===== config.mk =====
export PLATFORM = sky130hd
export DESIGN_NAME = ps2_button_mapper
export DESIGN_NICKNAME = d
export VERILOG_FILES = /design/src/rtl/ps2_map_pkg.sv /design/src/rtl/ps2_evt_fifo.sv /design/src/rtl/ps2_button_mapper.sv
export SDC_FILE = /design/constraint.sdc
export NUM_CORES = 1
export LEC_CHECK = 0
export CAP_MARGIN = 30
export CORE_UTILIZATION = 60
export DETAILED_ROUTE_END_ITERATION = 16
export PLACE_DENSITY = 0.79
export SYNTH_ARGS = -nofsm -noshare
export SYNTH_HDL_FRONTEND = slang
export SYNTH_SLANG_ARGS = --single-unit

===== constraint.sdc =====
create_clock -name clk_25 -period 3.6 [get_ports clk_25]
set_clock_uncertainty 0.2 [all_clocks]
set_input_delay 0.72 -clock clk_25 [delete_from_list [all_inputs] [get_ports clk_25]]
set_output_delay 0.72 -clock clk_25 [all_outputs]
set_load 0.01 [all_outputs]

===== src/rtl/ps2_map_pkg.sv =====
// Shared types and PS/2 set-2 scan-code constants for the keyboard-to-button mapper.
package ps2_map_pkg;

  localparam int CODE_W      = 9;
  localparam int BTN_FIELD_W = 8;

  typedef struct packed {
    logic                   valid;
    logic                   latch;
    logic [BTN_FIELD_W-1:0] btn;
    logic [CODE_W-1:0]      code;
  } map_entry_t;

  typedef struct packed {
    logic              pressed;
    logic [CODE_W-1:0] code;
  } ps2_evt_t;

  typedef enum logic {
    ST_IDLE = 1'b0,
    ST_SCAN = 1'b1
  } scan_state_t;

  // {extended, code}
  localparam logic [CODE_W-1:0] KEY_F1     = 9'h005;
  localparam logic [CODE_W-1:0] KEY_F2     = 9'h006;
  localparam logic [CODE_W-1:0] KEY_F3     = 9'h004;
  localparam logic [CODE_W-1:0] KEY_F4     = 9'h00C;
  localparam logic [CODE_W-1:0] KEY_1      = 9'h016;
  localparam logic [CODE_W-1:0] KEY_2      = 9'h01E;
  localparam logic [CODE_W-1:0] KEY_5      = 9'h02E;
  localparam logic [CODE_W-1:0] KEY_ESC    = 9'h076;
  localparam logic [CODE_W-1:0] KEY_LALT   = 9'h011;
  localparam logic [CODE_W-1:0] KEY_LSHIFT = 9'h012;
  localparam logic [CODE_W-1:0] KEY_LCTRL  = 9'h014;
  localparam logic [CODE_W-1:0] KEY_SPACE  = 9'h029;
  localparam logic [CODE_W-1:0] KEY_M      = 9'h03A;
  localparam logic [CODE_W-1:0] KEY_LEFT   = 9'h16B;
  localparam logic [CODE_W-1:0] KEY_DOWN   = 9'h172;
  localparam logic [CODE_W-1:0] KEY_RIGHT  = 9'h174;
  localparam logic [CODE_W-1:0] KEY_UP     = 9'h175;

  function automatic logic entry_hit(input map_entry_t entry, input ps2_evt_t evt);
    return entry.valid && (entry.code == evt.code);
  endfunction

endpackage


===== src/rtl/ps2_evt_fifo.sv =====
// Small synchronous FIFO of PS/2 events with flush; the parent decides what to drop when full.
module ps2_evt_fifo
  import ps2_map_pkg::*;
#(
  parameter int DEPTH = 4
) (
  input  logic     clk,
  input  logic     rst_n,
  input  logic     push_i,
  input  logic     pop_i,
  input  logic     flush_i,
  input  ps2_evt_t wdata_i,
  output ps2_evt_t rdata_o,
  output logic     full_o,
  output logic     empty_o
);

  localparam int               PTR_W    = $clog2(DEPTH);
  localparam logic [PTR_W:0]   FULL_CNT = (PTR_W + 1)'(DEPTH);

  ps2_evt_t         mem_q [DEPTH];
  logic [PTR_W-1:0] wr_ptr_q;
  logic [PTR_W-1:0] rd_ptr_q;
  logic [PTR_W:0]   count_q;

  // NOTE: sequential state uses non-blocking assignments so every flop samples pre-edge values.
  always_ff @(posedge clk or negedge rst_n) begin
    if (!rst_n) begin
      wr_ptr_q <= '0;
      rd_ptr_q <= '0;
      count_q  <= '0;
    end else if (flush_i) begin
      wr_ptr_q <= '0;
      rd_ptr_q <= '0;
      count_q  <= '0;
    end else begin
      if (push_i) wr_ptr_q <= wr_ptr_q + PTR_W'(1);
      if (pop_i)  rd_ptr_q <= rd_ptr_q + PTR_W'(1);
      case ({push_i, pop_i})
        2'b10:   count_q <= count_q + (PTR_W + 1)'(1);
        2'b01:   count_q <= count_q - (PTR_W + 1)'(1);
        default: count_q <= count_q;
      endcase
    end
  end

  // NOTE: storage is deliberately not reset; the pointers and count alone define which slots are live.
  always_ff @(posedge clk) begin
    if (push_i && !flush_i) mem_q[wr_ptr_q] <= wdata_i;
  end

  assign rdata_o = mem_q[rd_ptr_q];
  assign full_o  = (count_q == FULL_CNT);
  assign empty_o = (count_q == '0);

endmodule


===== src/rtl/ps2_button_mapper.sv =====
// PS/2 key events -> per-button state through a runtime keymap table, merged with joystick bits.
module ps2_button_mapper
  import ps2_map_pkg::*;
#(
  parameter  int NUM_BTN    = 8,
  parameter  int MAP_DEPTH  = 16,
  parameter  int FIFO_DEPTH = 4,
  localparam int IDX_W      = $clog2(MAP_DEPTH),
  localparam int BTN_W      = (NUM_BTN > 1) ? $clog2(NUM_BTN) : 1
) (
  input  logic               clk_25,
  input  logic               RESET_L,
  input  logic [10:0]        ps2_key,
  input  logic               map_wr,
  input  logic [IDX_W-1:0]   map_idx,
  input  logic [CODE_W-1:0]  map_code,
  input  logic [BTN_W-1:0]   map_btn,
  input  logic               map_latch,
  input  logic               map_valid,
  input  logic               release_all,
  input  logic [NUM_BTN-1:0] joy_in,
  input  logic               ovf_clr,
  output logic [NUM_BTN-1:0] btn_state,
  output logic [NUM_BTN-1:0] buttons_l,
  output logic               ovf,
  output logic               busy
);

  localparam logic [IDX_W-1:0] LAST_IDX = IDX_W'(MAP_DEPTH - 1);

  logic           armed_q, prev_toggle_q;
  logic           toggle_evt, fifo_push, fifo_pop, fifo_full, fifo_empty, evt_drop;
  ps2_evt_t       new_evt, fifo_rdata;

  scan_state_t    state_q, state_d;
  logic [IDX_W-1:0] idx_q, idx_d;
  ps2_evt_t       cur_evt_q, cur_evt_d;
  logic           scan_active, scan_hit;

  map_entry_t     table_q [MAP_DEPTH];
  logic [MAP_DEPTH-1:0] key_down_q, key_down_d;
  logic [MAP_DEPTH-1:0] latch_q, latch_d;
  logic [NUM_BTN-1:0]   btn_state_q, btn_state_d;
  logic           ovf_q, ovf_d;

  // The first edge after reset only captures the toggle level, so a stale level is never an event.
  always_ff @(posedge clk_25 or negedge RESET_L) begin
    if (!RESET_L) begin
      armed_q       <= 1'b0;
      prev_toggle_q <= 1'b0;
    end else begin
      armed_q       <= 1'b1;
      prev_toggle_q <= ps2_key[10];
    end
  end

  assign toggle_evt = armed_q && (ps2_key[10] != prev_toggle_q) && !release_all;
  assign fifo_push  = toggle_evt && (!fifo_full || fifo_pop);
  assign evt_drop   = toggle_evt && fifo_full && !fifo_pop;
  assign new_evt    = '{pressed: ps2_key[9], code: ps2_key[8:0]};

  ps2_evt_fifo #(.DEPTH(FIFO_DEPTH)) u_evt_fifo (
    .clk     (clk_25),
    .rst_n   (RESET_L),
    .push_i  (fifo_push),
    .pop_i   (fifo_pop),
    .flush_i (release_all),
    .wdata_i (new_evt),
    .rdata_o (fifo_rdata),
    .full_o  (fifo_full),
    .empty_o (fifo_empty)
  );

  always_ff @(posedge clk_25 or negedge RESET_L) begin
    if (!RESET_L) begin
      state_q   <= ST_IDLE;
      idx_q     <= '0;
      cur_evt_q <= '0;
    end else begin
      state_q   <= state_d;
      idx_q     <= idx_d;
      cur_evt_q <= cur_evt_d;
    end
  end

  // NOTE: every combinational output gets a default first, so no path can infer a latch.
  always_comb begin
    state_d   = state_q;
    idx_d     = idx_q;
    cur_evt_d = cur_evt_q;
    if (release_all) begin
      state_d = ST_IDLE;
    end else begin
      case (state_q)
        ST_IDLE: begin
          if (!fifo_empty) begin
            state_d   = ST_SCAN;
            idx_d     = '0;
            cur_evt_d = fifo_rdata;
          end
        end
        ST_SCAN: begin
          idx_d = idx_q + IDX_W'(1);
          if (idx_q == LAST_IDX) state_d = ST_IDLE;
        end
        default: state_d = ST_IDLE;
      endcase
    end
  end

  always_comb begin
    scan_active = (state_q == ST_SCAN);
    fifo_pop    = (state_q == ST_IDLE) && !fifo_empty && !release_all;
    busy        = (state_q != ST_IDLE) || !fifo_empty;
  end

  assign scan_hit = scan_active && entry_hit(table_q[idx_q], cur_evt_q);

  // Table entries come up invalid; the scan reads the pre-write entry when indices collide.
  always_ff @(posedge clk_25 or negedge RESET_L) begin
    if (!RESET_L) begin
      table_q <= '{default: '0};
    end else if (map_wr) begin
      table_q[map_idx] <= '{valid: map_valid, latch: map_latch,
                            btn: BTN_FIELD_W'(map_btn), code: map_code};
    end
  end

  // Latch entries flip only on a fresh press, so typematic repeats leave the latch alone.
  always_comb begin
    key_down_d = key_down_q;
    latch_d    = latch_q;
    if (release_all) begin
      key_down_d = '0;
      latch_d    = '0;
    end else begin
      if (scan_hit) begin
        if (!table_q[idx_q].latch) begin
          key_down_d[idx_q] = cur_evt_q.pressed;
        end else if (!cur_evt_q.pressed) begin
          key_down_d[idx_q] = 1'b0;
        end else if (!key_down_q[idx_q]) begin
          latch_d[idx_q]    = ~latch_q[idx_q];
          key_down_d[idx_q] = 1'b1;
        end
      end
      if (map_wr) begin
        key_down_d[map_idx] = 1'b0;
        latch_d[map_idx]    = 1'b0;
      end
    end
  end

  always_comb begin
    btn_state_d = '0;
    if (!release_all) begin
      for (int b = 0; b < NUM_BTN; b++) begin
        for (int e = 0; e < MAP_DEPTH; e++) begin
          if (table_q[e].valid && (table_q[e].btn == BTN_FIELD_W'(b)))
            btn_state_d[b] = btn_state_d[b] | (table_q[e].latch ? latch_q[e] : key_down_q[e]);
        end
      end
    end
  end

  always_comb begin
    ovf_d = ovf_q;
    if (evt_drop)     ovf_d = 1'b1;
    else if (ovf_clr) ovf_d = 1'b0;
  end

  always_ff @(posedge clk_25 or negedge RESET_L) begin
    if (!RESET_L) begin
      key_down_q  <= '0;
      latch_q     <= '0;
      btn_state_q <= '0;
      ovf_q       <= 1'b0;
    end else begin
      key_down_q  <= key_down_d;
      latch_q     <= latch_d;
      btn_state_q <= btn_state_d;
      ovf_q       <= ovf_d;
    end
  end

  assign btn_state = btn_state_q;
  assign buttons_l = ~(btn_state_q | joy_in);
  assign ovf       = ovf_q;

endmodule


Word-level counts from Yosys, hierarchy flattened
Memory sizes are Yosys's and may differ from the RTL's. A register that Yosys moved wholly into a read port is not among the register bits.
Index checks and enable logic that the tools add are counted.
{"block": "op_classes", "n_lt_le_gt_ge": 7, "n_eq_ne": 119, "bitwise": 134, "mux": 311, "reduce_logical": 171, "add_sub_neg": 5}
{"operator": "$eq 8x3->1 const B", "count": 64}
{"operator": "$bwmux 304", "count": 1}
{"operator": "$mux 1", "count": 275}
{"operator": "$eq 8x2->1 const B", "count": 32}
{"operator": "$mux 16", "count": 14}
{"operator": "$logic_and 1x1->1", "count": 141}
{"operator": "$eq 8x1->1 const B", "count": 16}
{"operator": "$logic_not 8->1", "count": 16}
{"operator": "$or 1x1->1", "count": 120}
{"operator": "$bmux 19 s4", "count": 1}
{"operator": "$demux 19 s4", "count": 1}
{"operator": "$mux 19", "count": 3}
{"operator": "$and 16x16->16", "count": 3}
{"operator": "$bwmux 16", "count": 2}
{"operator": "$not 16->16", "count": 2}
{"operator": "$or 16x16->16", "count": 1}
{"operator": "$ge 5x5->1 const B", "count": 2}
{"operator": "$lt 4x5->1 const B", "count": 2}
{"operator": "$not 4->5", "count": 2}
{"operator": "$eq 9x9->1", "count": 1}
{"operator": "$bmux 1 s4", "count": 2}
{"operator": "$demux 1 s4", "count": 2}
{"operator": "$ge 4x1->1 const B", "count": 2}
{"operator": "$mux 2", "count": 4}
{"operator": "other kinds (27)", "count": 38}
{"block": "word_totals", "memories": 1, "out_inout_bits": 18, "ram_bits": 40, "in_bits": 42, "register_bits": 359}
{"name": "u_evt_fifo.mem_q", "depth": 4, "word_bits": 10, "read_ports": 1, "rd_clocked_by_memory_dff": 1, "wr": 1, "line": "ps2_evt_fifo.sv:21", "rtl": "ps2_evt_t mem_q [DEPTH];"}

Depth between registers and ports, before layout
{"block": "logic_depth", "ltp_word": 49, "mapped_depth": 14}

Hierarchy
A second synthesis with hierarchy kept.
{"block": "unflattened", "cells_unflattened": 1314, "hier_area_um2": 16573.4}
{"mod": "ps2_button_mapper", "area_each_um2": 14674.1, "n_inst": 1, "cells_each": 1219}
{"mod": "ps2_evt_fifo", "area_each_um2": 1899.3, "n_inst": 1, "cells_each": 95}

Worst setup path before layout
Ideal clock, no wire load.
{"block": "synth_timing", "path_kind": "flip-flop to flip-flop", "startpoint": "reg idx_q[1]", "endpoint": "reg key_down_q[10]", "arrival_ns": 2.767, "synth_period_minus_slack_ns": 3.061, "stages_incl_launch_ff": 11, "path_slack_ns": 0.539, "cell_sequence": "dfrtp_1 -> buf_6 -> mux4_1 -> mux2i_1 -> xor2_1 -> nand2_1 -> nor4_2 -> o2111ai_4 -> buf_6 -> or3b_1 -> a221oi_2"}
{"block": "synth_via", "elab_chain_len": 13}
{"item": "start: declaration", "line": "ps2_button_mapper.sv:36", "rtl": "logic [IDX_W-1:0] idx_q, idx_d;"}
{"item": "start signal: assignment", "line": "ps2_button_mapper.sv:81", "rtl": "idx_q <= idx_d;"}
{"item": "$lt 4x5->1 (implied by the code) / $ge 4x1->1 (equally long branches)", "line": "ps2_button_mapper.sv:139, ps2_button_mapper.sv:141, ps2_button_mapper.sv:144"}
{"item": "$logic_and 1x1->1 (implied by the code)", "line": "ps2_button_mapper.sv:139, ps2_button_mapper.sv:141, ps2_button_mapper.sv:144"}
{"item": "$mux 1 (implied by the code)", "line": "ps2_button_mapper.sv:139, ps2_button_mapper.sv:141, ps2_button_mapper.sv:144"}
{"item": "$demux 1 s4", "line": "ps2_button_mapper.sv:139, ps2_button_mapper.sv:141, ps2_button_mapper.sv:144"}
{"item": "$or 16x16->16 (no line) / $not 16->16 (equally long branches)"}
{"item": "$mux 16 / $and 16x16->16 (equally long branches)"}
{"item": "$mux 16", "line": "ps2_button_mapper.sv:140", "rtl": "end else if (!cur_evt_q.pressed) begin"}
{"item": "$mux 16", "line": "ps2_button_mapper.sv:138", "rtl": "if (!table_q[idx_q].latch) begin"}
{"item": "$mux 16 (*)", "line": "ps2_button_mapper.sv:137", "rtl": "if (scan_hit) begin"}
{"item": "$mux 16 (*)", "line": "ps2_button_mapper.sv:133", "rtl": "if (release_all) begin"}
{"item": "$and 16x16->16 (no line)"}
{"item": "$mux 16 (*)", "line": "ps2_button_mapper.sv:147", "rtl": "if (map_wr) begin"}
{"item": "$mux 16 (*)", "line": "ps2_button_mapper.sv:133"}
{"item": "net key_down_d[10]", "line": "ps2_button_mapper.sv:41", "rtl": "logic [MAP_DEPTH-1:0] key_down_q, key_down_d;"}
{"item": "end signal: assignment", "line": "ps2_button_mapper.sv:179", "rtl": "key_down_q <= key_down_d;"}
{"item": "end: declaration", "line": "ps2_button_mapper.sv:41"}
Mark *: on every way through the listed nets, which the timed path passes. The rest lies on a longest branch. The select of a mux whose other input is x is not followed.
A chain may end at the register's enable or synchronous reset.

Final worst setup path
{"block": "layout_timing", "startpoint": "reg idx_q[1]", "endpoint": "reg key_down_q[0]"}
Same word-level chain as after synthesis.

==> summary.md <==
| Metric | Value |
|---|---|
| Area leader, netlist | `dfrtp_1` |
| Synth area leaders | `dfrtp_1, mux2_2, edfxtp_1, mux4_2, mux2i_1` |
| Final Hold Slack | `52.5 ps` |
| Main combinational cell family by area after synthesis | `multiplexers` |
| Library cells used by synthesis | `70` |
| Number of flops mapped to enable cells by yosys | `40` |
| CP max stage delay | `580 ps` |
| PwrDens | `647 nW/um^2` |
| Area share of fa/ha/maj cells after synthesis | `0.730%` |
| DRT Wirelength | `44,400 microns` |
| Critical path buffers and inverters | `1` |
| Core ar. | `27,000 sq um` |
| Gr usage total | `31.8%` |
| Fmax | `283 MHz` |
| Synth Cell Area | `16,400 sq um` |
| CP max FO | `13` |
| Synth Area in Simple Gates | `10.2%` |
| Worst R2R Start | `idx_q[1]` |
| Largest net degree at the start of global routing | `109` |
| Worst-margin pin slew | `1010 ps` |
| Routed via count | `11,622` |
| Top delay family on crit path | `compound AO/OA/AOI/OAI gates` |
| M1 wire length | `18,500 microns` |
| Tmin final | `3530 ps` |
| Pins Over Slew Limit | `0` |
| Dpl ws | `95.7 ps` |
| FF-to-FF path depth | `9` |
| Worst R2R Setup Slack | `70 ps` |
| Final setup vio count | `0` |
| Worst EP arrival | `3760 ps` |
| Initial antenna violation count | `0` |
| Max Root-Sink Buffers | `3` |
| Port Buffers | `59` |
| Primary FF master, synth | `dfrtp_1` |
| Startpoint types | `flip-flop` |
| Syn_nets | `1,350` |
| Worst-path clk slew | `60 ps` |
| Post-synthesis mux area share | `25.3%` |
| Critical path type | `flip-flop to flip-flop` |
| Terminus of the critical flop-to-flop path | `key_down_q[0]` |
| CP required | `3820 ps` |
| CTS H-tree depth | `2` |
| Uppermost layer routed | `met4` |
| Synth cell count leaders | `dfrtp_1, mux2_2, nand2_1` |
| Mean area per synthesized cell | `12.7 sq um` |
| Compound-Gate Fraction of Synth Area | `8.15%` |
| Hold crit path type | `primary input to asynchronous set/reset pin` |
| Final ANT Viol Nets | `0` |
| Vias in the first global route | `11,509` |
| Ys Warns | `0` |
| Finished Cell Area | `18,800 sq um` |
| Ant diodes | `0` |
| Final WS setup | `65.5 ps` |
| Crit path to | `key_down_q[0]` |
| CP Depth | `9` |
| Post-route clock period utilization | `98.2%` |
| Tot Pwr | `0.0122 W` |
| Worst skew pair latency | `540 ps` |
| Crit path cell chain | `buf_4, mux2i_1, a22o_1, a221oi_1, xnor2_1, and4_1, o2111ai_4, or3b_2, a221oi_2` |
| Max-Cap Viols | `0` |
| Placed Instance Area | `17,600 sq um` |
| Worst setup EP type | `flip-flop` |
| Drt wl/cell | `25.4 microns` |
| Status | `completed` |
| Final Net Count | `1,436` |
| Drt initial violations | `1,305` |
| Setup TNS | `0 ps` |
| Share of cells above drive strength 1 | `30.4%` |
| Starting Density | `61.0%` |
| Post-route DRC | `0` |
| Vias per cell | `6.64` |
| Register area share after synthesis | `51.3%` |
| Slowest cell on crit path | `dfrtp_4` |
| Mapped Cells | `1,299` |
| Slew HR | `32.7%` |
| CTS tree | `yes` |
| Pre-Repair DR Iteration Count | `5` |
| Die H | `168 microns` |
| # clock sinks | `329` |
| Die area | `28,100 sq um` |
| CP startpoint | `idx_q[1]` |
| Hold_buf cts | `0` |
| Root Driver | `clkbuf_16` |
| Leak | `7.62 nW` |
| CTS Buf Count | `36` |
| Worst vdd ir | `0.000423 V` |
| Most repeated cell in the gate-level netlist after synthesis | `dfrtp_1` |
| Final Hold Viols | `0` |
| FP Rows | `60` |
| First-pass GRT wire length | `67,800 microns` |
| Top Ports | `60` |
| Post-DP HPWL | `29,400 microns` |
| Total gr overflow | `0` |
| Die W | `168 microns` |
| Synthesis-to-finish area growth | `14.4%` |
| Routed wl met2 | `21,200 microns` |
| Xor-xnor portion of the synthesized cell area | `1.12%` |
| Yosys reg bits | `329` |
| Top-area cell type share of the netlist area | `44.0%` |
| Met3 wire len | `3160 microns` |
| Gp weighted congestion | `0.954` |
| Fraction of registers with async set/reset | `87.8%` |
placed cells by master (no fill, tap or decap), drive strengths merged, types with 13 or more instances in the layout:
cell type	synthesis	layout
a221oi	15	15
a311oi	17	17
a31oi	24	24
and2	14	14
and3	18	18
buf	30	70
clkbuf	51	51
clkdlybuf4s50	0	58
dfrtp	289	289
edfxtp	40	40
inv	34	36
mux2	233	233
mux2i	53	53
mux4	44	44
nand2	74	74
nand2b	14	14
nand3	26	26
nand3b	16	16
nor2	69	69
nor2b	16	16
nor3	22	22
o21ai	38	38
xor2	13	13
how the worst min path moves through the flow:
stage	endpoint	slack, ps	cells past startpoint
final	u_evt_fifo.count_q[1]	50	1
after global placement	table_q[58]	280	1
after detailed placement	table_q[58]	290	1
after global routing	u_evt_fifo.count_q[1]	140	1
after CTS	table_q[293]	110	1
after floorplan	armed_q	220	0
what timing repair did:
| item | 4_1_cts | 5_1_grt |
|---|---|---|
| resized for setup | 1 | 6 |
| setup buffers | 0 | 11 |
| gates cloned | 0 | 1 |
| endpoints found under the setup margin | 1 | 13 |
| pin swaps | 0 | 3 |
where the power goes:
group | switching [W] | internal (W) | leakage, nW
registers | 0.000766 | 0.00447 | 3.98
clock network | 0.00150 | 0.00198 | 0.532
logic | 0.00168 | 0.00178 | 3.11
cells by family after synthesis:
family,after synthesis
mux,330
flops,329
simple gates,321
compound gates,173
buf+inv,115
xor+xnor,21
fa+ha+maj,9
other cells,1
cell type report:
class	count	area, sq um
flip-flops and latches	329	8440
fillers	1849	8130
multi-input cells	856	7540
repair buffers	128	1190
clock buffers	51	977
well taps	341	427
inverters	34	128
clock inverters	11	113
layer usage:
metal | track usage [%] | up-vias
li1 | - | 5032
met2 | 52.0 | 516
met3 | 4.16 | 100
met1 | 44.0 | 5974
met4 | 11.2 | 0
met5 | 0 | -
stage by stage:
stage	util [%]	cells
2_1_floorplan	-	1299
3_3_place_gp	65.3	1676
3_5_place_dp	65.3	1676
4_1_cts	69.4	1738
5_1_grt	69.8	1750
6_report	69.8	1750
flip-flops by register name (all words and copies together), names as in the netlist:
register	count
u_evt_fifo.count_q	3
key_down_q	16
armed_q	1
btn_state	8
scan_active	1
cur_evt_q	10
u_evt_fifo.rd_ptr_q	2
u_evt_fifo.wr_ptr_q	2
prev_toggle_q	1
latch_q	16
table_q	224
u_evt_fifo.mem_q	40
idx_q	4
ovf	1
Note: power is estimated with default switching activity, not from simulation.
